$ cat config.mk
export PLATFORM = sky130hd
export DESIGN_NAME = ddr_cmd_responder_flat
export DESIGN_NICKNAME = d
export VERILOG_FILES = /design/src/rtl/ddr_cmd_responder_if.sv /design/src/rtl/ddr_cmd_responder.sv /design/src/flat_wrapper.sv
export SDC_FILE = /design/constraint.sdc
export NUM_CORES = 1
export LEC_CHECK = 0
export CORE_ASPECT_RATIO = 0.7
export CORE_MARGIN = 10
export CORE_UTILIZATION = 40
export CTS_CLUSTER_DIAMETER = 120
export CTS_CLUSTER_SIZE = 10
export DETAILED_ROUTE_END_ITERATION = 8
export PLACE_DENSITY = 0.57
export SYNTH_ARGS = -nofsm -noshare
export SYNTH_HDL_FRONTEND = slang
export SYNTH_SLANG_ARGS = --single-unit
$ cat constraint.sdc
create_clock -name ck_t -period 5.58 [get_ports ck_t]
set_clock_uncertainty 0.1 [all_clocks]
set_input_delay 0.837 -clock ck_t [delete_from_list [all_inputs] [get_ports ck_t]]
set_output_delay 0.837 -clock ck_t [all_outputs]
set_load 0.05 [all_outputs]
$ cat src/rtl/ddr_cmd_responder_if.sv
// Command/address bus from the controller plus the decoded response from the memory-side
// responder. The controller is the master and the responder is the slave.
interface ddr_cmd_responder_if #(
    parameter int ROW_WIDTH = 14,
    parameter int BA_WIDTH  = 3,
    parameter int COL_WIDTH = 10
);
    localparam int NBANK = 2 ** BA_WIDTH;

    logic                 cke;
    logic                 cs_n;
    logic                 ras_n;
    logic                 cas_n;
    logic                 we_n;
    logic [BA_WIDTH-1:0]  ba;
    logic [ROW_WIDTH-1:0] a;

    logic                 cmd_valid;
    logic [2:0]           cmd_code;
    logic [BA_WIDTH-1:0]  cmd_ba;
    logic [ROW_WIDTH-1:0] cmd_row;
    logic [COL_WIDTH-1:0] cmd_col;
    logic [NBANK-1:0]     bank_open;
    logic                 rd_data_en;
    logic                 wr_data_en;
    logic [7:0]           burst_idx;
    logic                 err_valid;
    logic [2:0]           err_code;

    modport master (
        output cke, cs_n, ras_n, cas_n, we_n, ba, a,
        input  cmd_valid, cmd_code, cmd_ba, cmd_row, cmd_col, bank_open,
               rd_data_en, wr_data_en, burst_idx, err_valid, err_code
    );

    modport slave (
        input  cke, cs_n, ras_n, cas_n, we_n, ba, a,
        output cmd_valid, cmd_code, cmd_ba, cmd_row, cmd_col, bank_open,
               rd_data_en, wr_data_en, burst_idx, err_valid, err_code
    );
endinterface

$ cat src/rtl/ddr_cmd_responder.sv
// DDR3 memory-side command decoder: tracks per-bank open state and rows, enforces basic
// protocol rules and schedules the CL/CWL-delayed read/write data windows.
module ddr_cmd_responder #(
    parameter int ROW_WIDTH = 14,
    parameter int BA_WIDTH  = 3,
    parameter int COL_WIDTH = 10,
    parameter int CL        = 6,
    parameter int CWL       = 5,
    parameter int BL        = 8,
    parameter int TRCD      = 6
) (
    input  logic               ck_t,
    input  logic               reset,
    ddr_cmd_responder_if.slave bus
);
    localparam int NBANK = 2 ** BA_WIDTH;
    localparam int BEATS = BL / 2;
    localparam int DEPTH = ((CL > CWL) ? CL : CWL) + BEATS;
    localparam int CNT_W = $clog2(TRCD + 1);

    localparam logic [2:0] CMD_NOP  = 3'd0;
    localparam logic [2:0] CMD_ACT  = 3'd1;
    localparam logic [2:0] CMD_RD   = 3'd2;
    localparam logic [2:0] CMD_WR   = 3'd3;
    localparam logic [2:0] CMD_PRE  = 3'd4;
    localparam logic [2:0] CMD_PREA = 3'd5;
    localparam logic [2:0] CMD_REF  = 3'd6;
    localparam logic [2:0] CMD_MRS  = 3'd7;

    localparam logic [2:0] ERR_NONE     = 3'd0;
    localparam logic [2:0] ERR_ACT_OPEN = 3'd1;
    localparam logic [2:0] ERR_CLOSED   = 3'd2;
    localparam logic [2:0] ERR_TRCD     = 3'd3;
    localparam logic [2:0] ERR_REF_OPEN = 3'd4;
    localparam logic [2:0] ERR_OVERLAP  = 3'd5;

    // Schedule bit j (after this cycle's shift) stands for the cycle j+1 edges ahead.
    localparam logic [DEPTH-1:0] BEAT_ONES = {{(DEPTH-BEATS){1'b0}}, {BEATS{1'b1}}};
    localparam logic [DEPTH-1:0] ONE_HOT   = {{(DEPTH-1){1'b0}}, 1'b1};
    localparam logic [DEPTH-1:0] RD_MASK   = BEAT_ONES << (CL - 1);
    localparam logic [DEPTH-1:0] WR_MASK   = BEAT_ONES << (CWL - 1);
    localparam logic [DEPTH-1:0] RD_START  = ONE_HOT << (CL - 1);
    localparam logic [DEPTH-1:0] WR_START  = ONE_HOT << (CWL - 1);

    logic [NBANK-1:0]     r_bank_open;
    logic [ROW_WIDTH-1:0] r_row  [NBANK];
    logic [CNT_W-1:0]     r_trcd [NBANK];
    logic [DEPTH-1:0]     r_rd_sched;
    logic [DEPTH-1:0]     r_wr_sched;
    logic [DEPTH-1:0]     r_start_sched;
    logic [7:0]           r_burst_idx;
    logic                 r_cmd_valid;
    logic [2:0]           r_cmd_code;
    logic [BA_WIDTH-1:0]  r_cmd_ba;
    logic [ROW_WIDTH-1:0] r_cmd_row;
    logic [COL_WIDTH-1:0] r_cmd_col;
    logic                 r_err_valid;
    logic [2:0]           r_err_code;

    logic [2:0]       w_cmd;
    logic [2:0]       w_err;
    logic             w_accept;
    logic             w_is_col;
    logic             w_overlap;
    logic [DEPTH-1:0] w_win_mask;
    logic [DEPTH-1:0] w_start_mask;
    logic [DEPTH-1:0] w_rd_shift;
    logic [DEPTH-1:0] w_wr_shift;
    logic [DEPTH-1:0] w_rd_next;
    logic [DEPTH-1:0] w_wr_next;
    logic [DEPTH-1:0] w_start_next;

    // NOTE: every always_comb output gets a default first so no path can infer a latch.
    always_comb begin
        w_cmd = CMD_NOP;
        if (bus.cke && !bus.cs_n) begin
            case ({bus.ras_n, bus.cas_n, bus.we_n})
                3'b011:  w_cmd = CMD_ACT;
                3'b101:  w_cmd = CMD_RD;
                3'b100:  w_cmd = CMD_WR;
                3'b010:  w_cmd = bus.a[10] ? CMD_PREA : CMD_PRE;
                3'b001:  w_cmd = CMD_REF;
                3'b000:  w_cmd = CMD_MRS;
                default: w_cmd = CMD_NOP;
            endcase
        end
    end

    assign w_is_col     = (w_cmd == CMD_RD) || (w_cmd == CMD_WR);
    assign w_win_mask   = (w_cmd == CMD_WR) ? WR_MASK : RD_MASK;
    assign w_start_mask = (w_cmd == CMD_WR) ? WR_START : RD_START;
    assign w_rd_shift   = r_rd_sched >> 1;
    assign w_wr_shift   = r_wr_sched >> 1;
    assign w_overlap    = |(w_win_mask & (w_rd_shift | w_wr_shift));

    always_comb begin
        w_err = ERR_NONE;
        case (w_cmd)
            CMD_ACT: begin
                if (r_bank_open[bus.ba]) w_err = ERR_ACT_OPEN;
            end
            CMD_RD, CMD_WR: begin
                if (!r_bank_open[bus.ba])        w_err = ERR_CLOSED;
                else if (r_trcd[bus.ba] != '0)   w_err = ERR_TRCD;
                else if (w_overlap)              w_err = ERR_OVERLAP;
            end
            CMD_REF, CMD_MRS: begin
                if (|r_bank_open) w_err = ERR_REF_OPEN;
            end
            default: w_err = ERR_NONE;
        endcase
    end

    assign w_accept     = (w_cmd != CMD_NOP) && (w_err == ERR_NONE);
    assign w_rd_next    = w_rd_shift | ((w_accept && w_cmd == CMD_RD) ? RD_MASK : '0);
    assign w_wr_next    = w_wr_shift | ((w_accept && w_cmd == CMD_WR) ? WR_MASK : '0);
    assign w_start_next = (r_start_sched >> 1) | ((w_accept && w_is_col) ? w_start_mask : '0);

    // NOTE: sequential state uses non-blocking assignments so every register samples pre-edge values.
    always_ff @(posedge ck_t) begin
        if (reset) begin
            r_bank_open   <= '0;
            // NOTE: the row/tRCD arrays are small register files with a defined reset value, so they are cleared here.
            for (int b = 0; b < NBANK; b++) begin
                r_row[b]  <= '0;
                r_trcd[b] <= '0;
            end
            r_rd_sched    <= '0;
            r_wr_sched    <= '0;
            r_start_sched <= '0;
            r_burst_idx   <= '0;
            r_cmd_valid   <= 1'b0;
            r_cmd_code    <= CMD_NOP;
            r_cmd_ba      <= '0;
            r_cmd_row     <= '0;
            r_cmd_col     <= '0;
            r_err_valid   <= 1'b0;
            r_err_code    <= ERR_NONE;
        end else begin
            for (int b = 0; b < NBANK; b++) begin
                if (r_trcd[b] != '0) r_trcd[b] <= r_trcd[b] - CNT_W'(1);
            end

            r_rd_sched    <= w_rd_next;
            r_wr_sched    <= w_wr_next;
            r_start_sched <= w_start_next;
            // A start marker restarts the index so seamless bursts count 0..BEATS-1 again.
            if (w_rd_next[0] || w_wr_next[0])
                r_burst_idx <= w_start_next[0] ? 8'd0 : r_burst_idx + 8'd1;
            else
                r_burst_idx <= 8'd0;

            r_cmd_valid <= w_accept;
            r_cmd_code  <= w_accept ? w_cmd : CMD_NOP;
            r_cmd_ba    <= w_accept ? bus.ba : '0;
            r_cmd_row   <= '0;
            r_cmd_col   <= '0;
            r_err_valid <= (w_cmd != CMD_NOP) && (w_err != ERR_NONE);
            r_err_code  <= (w_cmd != CMD_NOP) ? w_err : ERR_NONE;

            if (w_accept) begin
                case (w_cmd)
                    CMD_ACT: begin
                        r_bank_open[bus.ba] <= 1'b1;
                        r_row[bus.ba]       <= bus.a;
                        r_trcd[bus.ba]      <= CNT_W'(TRCD - 1);
                        r_cmd_row           <= bus.a;
                    end
                    CMD_RD, CMD_WR: begin
                        r_cmd_row <= r_row[bus.ba];
                        r_cmd_col <= bus.a[COL_WIDTH-1:0];
                        if (bus.a[10]) r_bank_open[bus.ba] <= 1'b0;
                    end
                    CMD_PRE:  r_bank_open[bus.ba] <= 1'b0;
                    CMD_PREA: r_bank_open         <= '0;
                    default:  ;
                endcase
            end
        end
    end

    assign bus.cmd_valid  = r_cmd_valid;
    assign bus.cmd_code   = r_cmd_code;
    assign bus.cmd_ba     = r_cmd_ba;
    assign bus.cmd_row    = r_cmd_row;
    assign bus.cmd_col    = r_cmd_col;
    assign bus.bank_open  = r_bank_open;
    assign bus.rd_data_en = r_rd_sched[0];
    assign bus.wr_data_en = r_wr_sched[0];
    assign bus.burst_idx  = r_burst_idx;
    assign bus.err_valid  = r_err_valid;
    assign bus.err_code   = r_err_code;
endmodule
$ cat src/flat_wrapper.sv
// flat-port wrapper written by rule: the top's interface ports become plain ports
module ddr_cmd_responder_flat 
#(
    parameter int ROW_WIDTH = 14,
    parameter int BA_WIDTH  = 3,
    parameter int COL_WIDTH = 10,
    parameter int CL        = 6,
    parameter int CWL       = 5,
    parameter int BL        = 8,
    parameter int TRCD      = 6
)
  (ck_t, reset, bus_cke, bus_cs_n, bus_ras_n, bus_cas_n, bus_we_n, bus_ba, bus_a, bus_cmd_valid, bus_cmd_code, bus_cmd_ba, bus_cmd_row, bus_cmd_col, bus_bank_open, bus_rd_data_en, bus_wr_data_en, bus_burst_idx, bus_err_valid, bus_err_code);
  ddr_cmd_responder_if #(.ROW_WIDTH(ROW_WIDTH), .BA_WIDTH(BA_WIDTH), .COL_WIDTH(COL_WIDTH)) bus_i ();
  input  logic ck_t;
  input  logic reset;
  input wire logic [$bits(bus_i.cke)-1:0] bus_cke;
  input wire logic [$bits(bus_i.cs_n)-1:0] bus_cs_n;
  input wire logic [$bits(bus_i.ras_n)-1:0] bus_ras_n;
  input wire logic [$bits(bus_i.cas_n)-1:0] bus_cas_n;
  input wire logic [$bits(bus_i.we_n)-1:0] bus_we_n;
  input wire logic [$bits(bus_i.ba)-1:0] bus_ba;
  input wire logic [$bits(bus_i.a)-1:0] bus_a;
  output wire logic [$bits(bus_i.cmd_valid)-1:0] bus_cmd_valid;
  output wire logic [$bits(bus_i.cmd_code)-1:0] bus_cmd_code;
  output wire logic [$bits(bus_i.cmd_ba)-1:0] bus_cmd_ba;
  output wire logic [$bits(bus_i.cmd_row)-1:0] bus_cmd_row;
  output wire logic [$bits(bus_i.cmd_col)-1:0] bus_cmd_col;
  output wire logic [$bits(bus_i.bank_open)-1:0] bus_bank_open;
  output wire logic [$bits(bus_i.rd_data_en)-1:0] bus_rd_data_en;
  output wire logic [$bits(bus_i.wr_data_en)-1:0] bus_wr_data_en;
  output wire logic [$bits(bus_i.burst_idx)-1:0] bus_burst_idx;
  output wire logic [$bits(bus_i.err_valid)-1:0] bus_err_valid;
  output wire logic [$bits(bus_i.err_code)-1:0] bus_err_code;
  assign bus_i.cke = bus_cke;
  assign bus_i.cs_n = bus_cs_n;
  assign bus_i.ras_n = bus_ras_n;
  assign bus_i.cas_n = bus_cas_n;
  assign bus_i.we_n = bus_we_n;
  assign bus_i.ba = bus_ba;
  assign bus_i.a = bus_a;
  assign bus_cmd_valid = bus_i.cmd_valid;
  assign bus_cmd_code = bus_i.cmd_code;
  assign bus_cmd_ba = bus_i.cmd_ba;
  assign bus_cmd_row = bus_i.cmd_row;
  assign bus_cmd_col = bus_i.cmd_col;
  assign bus_bank_open = bus_i.bank_open;
  assign bus_rd_data_en = bus_i.rd_data_en;
  assign bus_wr_data_en = bus_i.wr_data_en;
  assign bus_burst_idx = bus_i.burst_idx;
  assign bus_err_valid = bus_i.err_valid;
  assign bus_err_code = bus_i.err_code;
  ddr_cmd_responder #(.ROW_WIDTH(ROW_WIDTH), .BA_WIDTH(BA_WIDTH), .COL_WIDTH(COL_WIDTH), .CL(CL), .CWL(CWL), .BL(BL), .TRCD(TRCD)) u_core (.ck_t(ck_t), .reset(reset), .bus(bus_i));
endmodule
### Word-level counts from Yosys, hierarchy flattened

Memory sizes are Yosys's and may differ from the RTL's.
Index checks and enable logic that the tools add are counted.

* memories kept: 2
* RAM bits: 136
* register bits: 81
* word-level logic and storage cells: 154

* bitwise logic cells: 20
* mux-type cells: 62
* equality and inequality tests: 13
* magnitude comparators: 2
* add/sub/neg operators: 9
* reductions and logical operators: 34

Memories
* u_core.r_row: words 8, width 14, read ports 1, clocked after Yosys merged registers in 0, write ports 8, line ddr_cmd_responder.sv:46 `logic [ROW_WIDTH-1:0] r_row [NBANK];`
* u_core.r_trcd: words 8, width 3, read ports 9, clocked after Yosys merged registers in 0, write ports 9, line ddr_cmd_responder.sv:47 `logic [CNT_W-1:0] r_trcd [NBANK];`

Operator list (number)
* 2-to-1 mux 3 bit: 14
* 2-to-1 mux 1 bit: 35
* nonzero test 3 bit: 11
* case mux 8 bit (4 select lines): 1
* bitwise OR 9 x 10 -> 10 bit: 3
* case mux 14 bit (2 select lines): 1
* subtractor 3 x 1 -> 3 bit, second input constant: 8
* equality test 3 bit, second input constant: 6
* 2-to-1 mux 9 bit: 2
* case mux 3 bit (6 select lines): 1
* 2-to-1 mux 8 bit: 2
* 2-to-1 mux 14 bit: 1
* OR reduction 14 bit: 1
* equality test 3 x 2 -> 1 bit, second input constant: 4
* AND 10 bit: 1
* 2-to-1 mux 10 bit: 1
* OR reduction 10 bit: 1
* bitwise OR 9 bit: 1
* case mux 3 bit (3 select lines): 1
* adder 8 x 1 -> 8 bit, second input constant: 1
* AND 8 bit: 1
* inverter 8 bit: 1
* bitwise OR 1 bit: 8
* bitwise OR 8 bit: 1
* 17 further kinds: 33

### Longest topological paths before layout

* depth after elaboration: 19
* mapped depth: 9

### Worst setup path after synthesis

OpenSTA, ideal clock, no wires.

* kind: input to register
* from: input port bus_cs_n
* to: memory u_core.r_row[2][0], enable pin
* path slack: 1.969 ns
* stages on the path: 8
* setup time: 0.404 ns
* arrival: 3.107 ns
* path buffers: 3
* required time: 5.076 ns
* cells stage by stage: nand2b_1 > buf_6 > or3_1 > buf_6 > nor2_8 > nand2_4 > buf_6 > o21ai_0

RTL lines
* start, declared: line flat_wrapper.sv:17 `input wire logic [$bits(bus_i.cs_n)-1:0] bus_cs_n;`
* end, declared: line ddr_cmd_responder.sv:46

==> results.py <==
metrics = {
    "status": {
        "status": "completed",
    },
    "worst_setup_path": {
        "rr_endpoint": "u_core.r_row[3][6]",
        "path_class": "primary input to register",
        "r2r_setup_slack_ps": 2600,
        "crit_end": "u_core.r_row[3][6]",
        "crit_slowest_cell": "o21ai_1",
        "cp-start-kind": "primary input",
        "r2r_start": "u_core.r_rd_sched[6]",
        "crit_start": "bus_ba[1]",
        "cp.required_ps": 5610,
        "max_stage_delay_ps": 1080,
        "critPathBufInv": 2,
        "cp.depth": 6,
        "worstPathMaxFanout": 15,
        "crit_family": "compound AO/OA/AOI/OAI gates",
        "cp-end-kind": "register",
        "arrival_ps": 4210,
        "crit_chain": "clkdlybuf4s50_1, inv_2, o221a_2, o21ai_2, nor3_4, o21ai_1",
        "ff2ff_path_depth": 5,
    },
    "synthesis": {
        "synth_area_um2": 9780,
        "yosys_most_used_dff": "edfxtp_1",
        "synth-edff-count": 112,
        "postSynth.asyncResetShare_pct": 0,
        "synth.top_cell.area_share_pct": 34.4,
        "netlist_top_cells_count": "112 x edfxtp_1, 97 x dfxtp_1, 75 x nor4_1",
        "ys_ff_latch": 209,
        "syn_nets": 911,
        "synth_most_common_cell": "edfxtp_1",
        "ys_warn_count": 0,
        "synth_top_cells_by_area": "edfxtp_1 34%, dfxtp_1 20%, nor4_1 4.8%",
        "yosysSeqAreaShare_pct": 54.2,
        "syn-instance-count": 870,
        "yosys.area.top_type": "edfxtp_1",
        "syn_avg_cell_area_um2": 11.2,
        "synth_cell_types": 71,
    },
    "route": {
        "wl_met3_um": 3580,
        "vias_per_cell": 6.07,
        "wl_per_cell_um": 24.1,
        "highest_layer": "met4",
        "drtIter0Drc": 925,
        "ant_nets": 0,
        "drt_pass1_iterations": 6,
        "finalWirelength_um": 30200,
        "met1Wirelength_um": 14600,
        "met2_length_um": 11500,
        "drc": 0,
        "via_count": 7622,
    },
    "timing": {
        "max_freq_mhz": 240,
        "slew_viol_final": 0,
        "slew_headroom_pct": 8.50,
        "setup_viol": 0,
        "finalSetupTns_ps": 0,
        "rsz0062_at_grt": "false",
        "hold_ws_ps": 333,
        "period_share_pct": 74.8,
        "setup_ws_ps": 1410,
        "hold_violations": 0,
        "tightest_slew_ps": 1360,
        "fin_crit_ps": 4170,
    },
    "layout": {
        "syn2layout_area_growth_pct": 16.6,
        "stdcell_count": 1256,
        "finalNetCount": 965,
        "fill_cells": 2198,
        "seqCellArea_um2": 5310,
        "multi_input_area_um2": 3940,
        "drive_gt1_share_pct": 15.2,
        "antenna_cells": 0,
    },
    "placed_design": {
        "dpl_worst_slack_ps": 982,
        "hpwl_um": 20300,
        "dp.cells": 1216,
        "portBuffers": 76,
        "gp_congestion": 0.852,
    },
    "pwr": {
        "power_w": 0.00394,
        "p_sw_w": 0.00112,
        "seqPwrFrac_pct": 45.5,
        "p_leak_nw": 3.94,
        "clockPowerShare_pct": 35.9,
        "pwr-share-comb_pct": 18.6,
        "switching_share_pct": 28.5,
        "irDropWorstVdd_mv": 0.219,
        "p_per_area_nw_per_um2": 345,
        "intPower_w": 0.00282,
    },
    "clock_network": {
        "cts.reportedPaths.clkPinSlew_ps": 60,
        "postCtsHoldBufs": 0,
        "cts.root.buffer_cell": "clkbuf_16",
        "postCtsSetupBuffers": 0,
        "cts_buffer_depth": 3,
        "clock_latency_ps": 530,
        "cts-resized-gates": 0,
        "htreeDepth": 1,
        "cts_made_buffers": 24,
        "clock_sinks": 209,
        "cts_tree": "yes",
    },
    "global_routing": {
        "grt_antenna_before_repair": 0,
        "overflow": 0,
        "grt_pass1_vias": 7081,
        "grt_max_degree": 121,
        "grt_usage_pct": 19.0,
        "grt_pass1_wl_um": 45600,
    },
    "floorplanning": {
        "start_util_pct": 41.0,
        "die_w_um": 207,
        "core.rowCount": 47,
        "die_h_um": 151,
        "dieArea_um2": 31200,
        "fp.coreArea_um2": 23900,
        "ioPinCount": 77,
    },
    "job": {
        "drv_cap": 0,
    },
    "hold_path": {
        "hold_path.class": "register to register",
    },
}
through the flow:
step / util (%) / cell area, um^2
after global placement: 44.9 / 10700
after CTS: 47.8 / 11400
after global routing: 47.8 / 11400
final: 47.8 / 11400
after floorplan: - / 9780
after detailed placement: 44.9 / 10700
worst reg2reg max path: stages, from the launching register on:
cell and delay, ps:
dfxtp_1 310, or4_1 520, nor2_1 250, a211o_2 270, nor3_4 70, o21ai_1 1080
power groups by stage:
stage                     sequential (W)  clock [W]  combinational (W)
after global placement           0.00182          0           0.000714
after global routing             0.00180    0.00150           0.000826
final                            0.00179    0.00141           0.000734
after CTS                        0.00179    0.00143           0.000729
after floorplan                  0.00182          0           0.000528
after detailed placement         0.00182          0           0.000725
kinds of logic after synthesis:
logic type / after synthesis / share of synthesized area (%)
buf+inv: 108 / 5.68
compound gates: 177 / 12.9
xor+xnor: 14 / 1.25
simple gates: 323 / 21.2
mux: 22 / 2.61
fa+ha+maj: 17 / 2.17
flops: 209 / 54.2
sequential cells by signal, indices dropped and copies added, names as in the netlist:
name and count:
u_core.r_row 112, u_core.r_trcd 24, u_core.bus.cmd_row 14, u_core.bus.cmd_col 10
u_core.r_rd_sched 9, u_core.bus.bank_open 8, u_core.bus.burst_idx 8, u_core.r_wr_sched 8
u_core.r_start_sched 5, u_core.bus.cmd_ba 3, u_core.bus.cmd_code 3, u_core.bus.err_code 3
u_core.bus.cmd_valid 1, u_core.bus.err_valid 1
layout make-up:
type	instances	share of cell area [%]
Timing Repair Buffer	99	8.29
Inverter	37	1.22
Tap cell	318	3.49
Sequential cell	209	46.5
Clock inverter	1	0.143
Multi-Input combinational cell	553	34.6
Clock buffer	39	5.76
placed cells by master, fill, tap and decap left out, types with 15 or more instances in the layout:
cell,count
clkbuf_1,15
edfxtp_1,112
nor4_2,36
nor3_1,37
dfxtp_1,97
o22ai_1,49
nor4_1,75
o21ai_0,28
clkbuf_16,24
nor2b_1,21
nand2_1,34
inv_1,24
ha_1,17
mux2_2,17
clkdlybuf4s50_1,76
nor2_1,58
buf_4,22
routing by layer:
| layer | global-route usage [%] | vias to the layer above |
|---|---|---|
| li1 | - | 3464 |
| met1 | 29.5 | 3701 |
| met2 | 24.4 | 420 |
| met3 | 6.02 | 37 |
| met4 | 4.12 | 0 |
| met5 | 0 | - |
worst min-delay path by stage:
| stage | from | endpoint | slack (ps) | cells past startpoint |
|---|---|---|---|---|
| 2_1_floorplan | u_core.r_start_sched[5] | u_core.r_start_sched[4] | 310 | 1 |
| 3_3_place_gp | u_core.r_rd_sched[3] | u_core.r_rd_sched[2] | 320 | 1 |
| 3_5_place_dp | u_core.r_start_sched[3] | u_core.r_start_sched[2] | 320 | 1 |
| 4_1_cts | u_core.r_start_sched[3] | u_core.r_start_sched[2] | 330 | 1 |
| 5_1_grt | u_core.r_wr_sched[2] | u_core.r_wr_sched[1] | 350 | 1 |
| 6_report | u_core.r_start_sched[3] | u_core.r_start_sched[2] | 330 | 1 |
No activity file was read; power rests on OpenSTA's default activity.
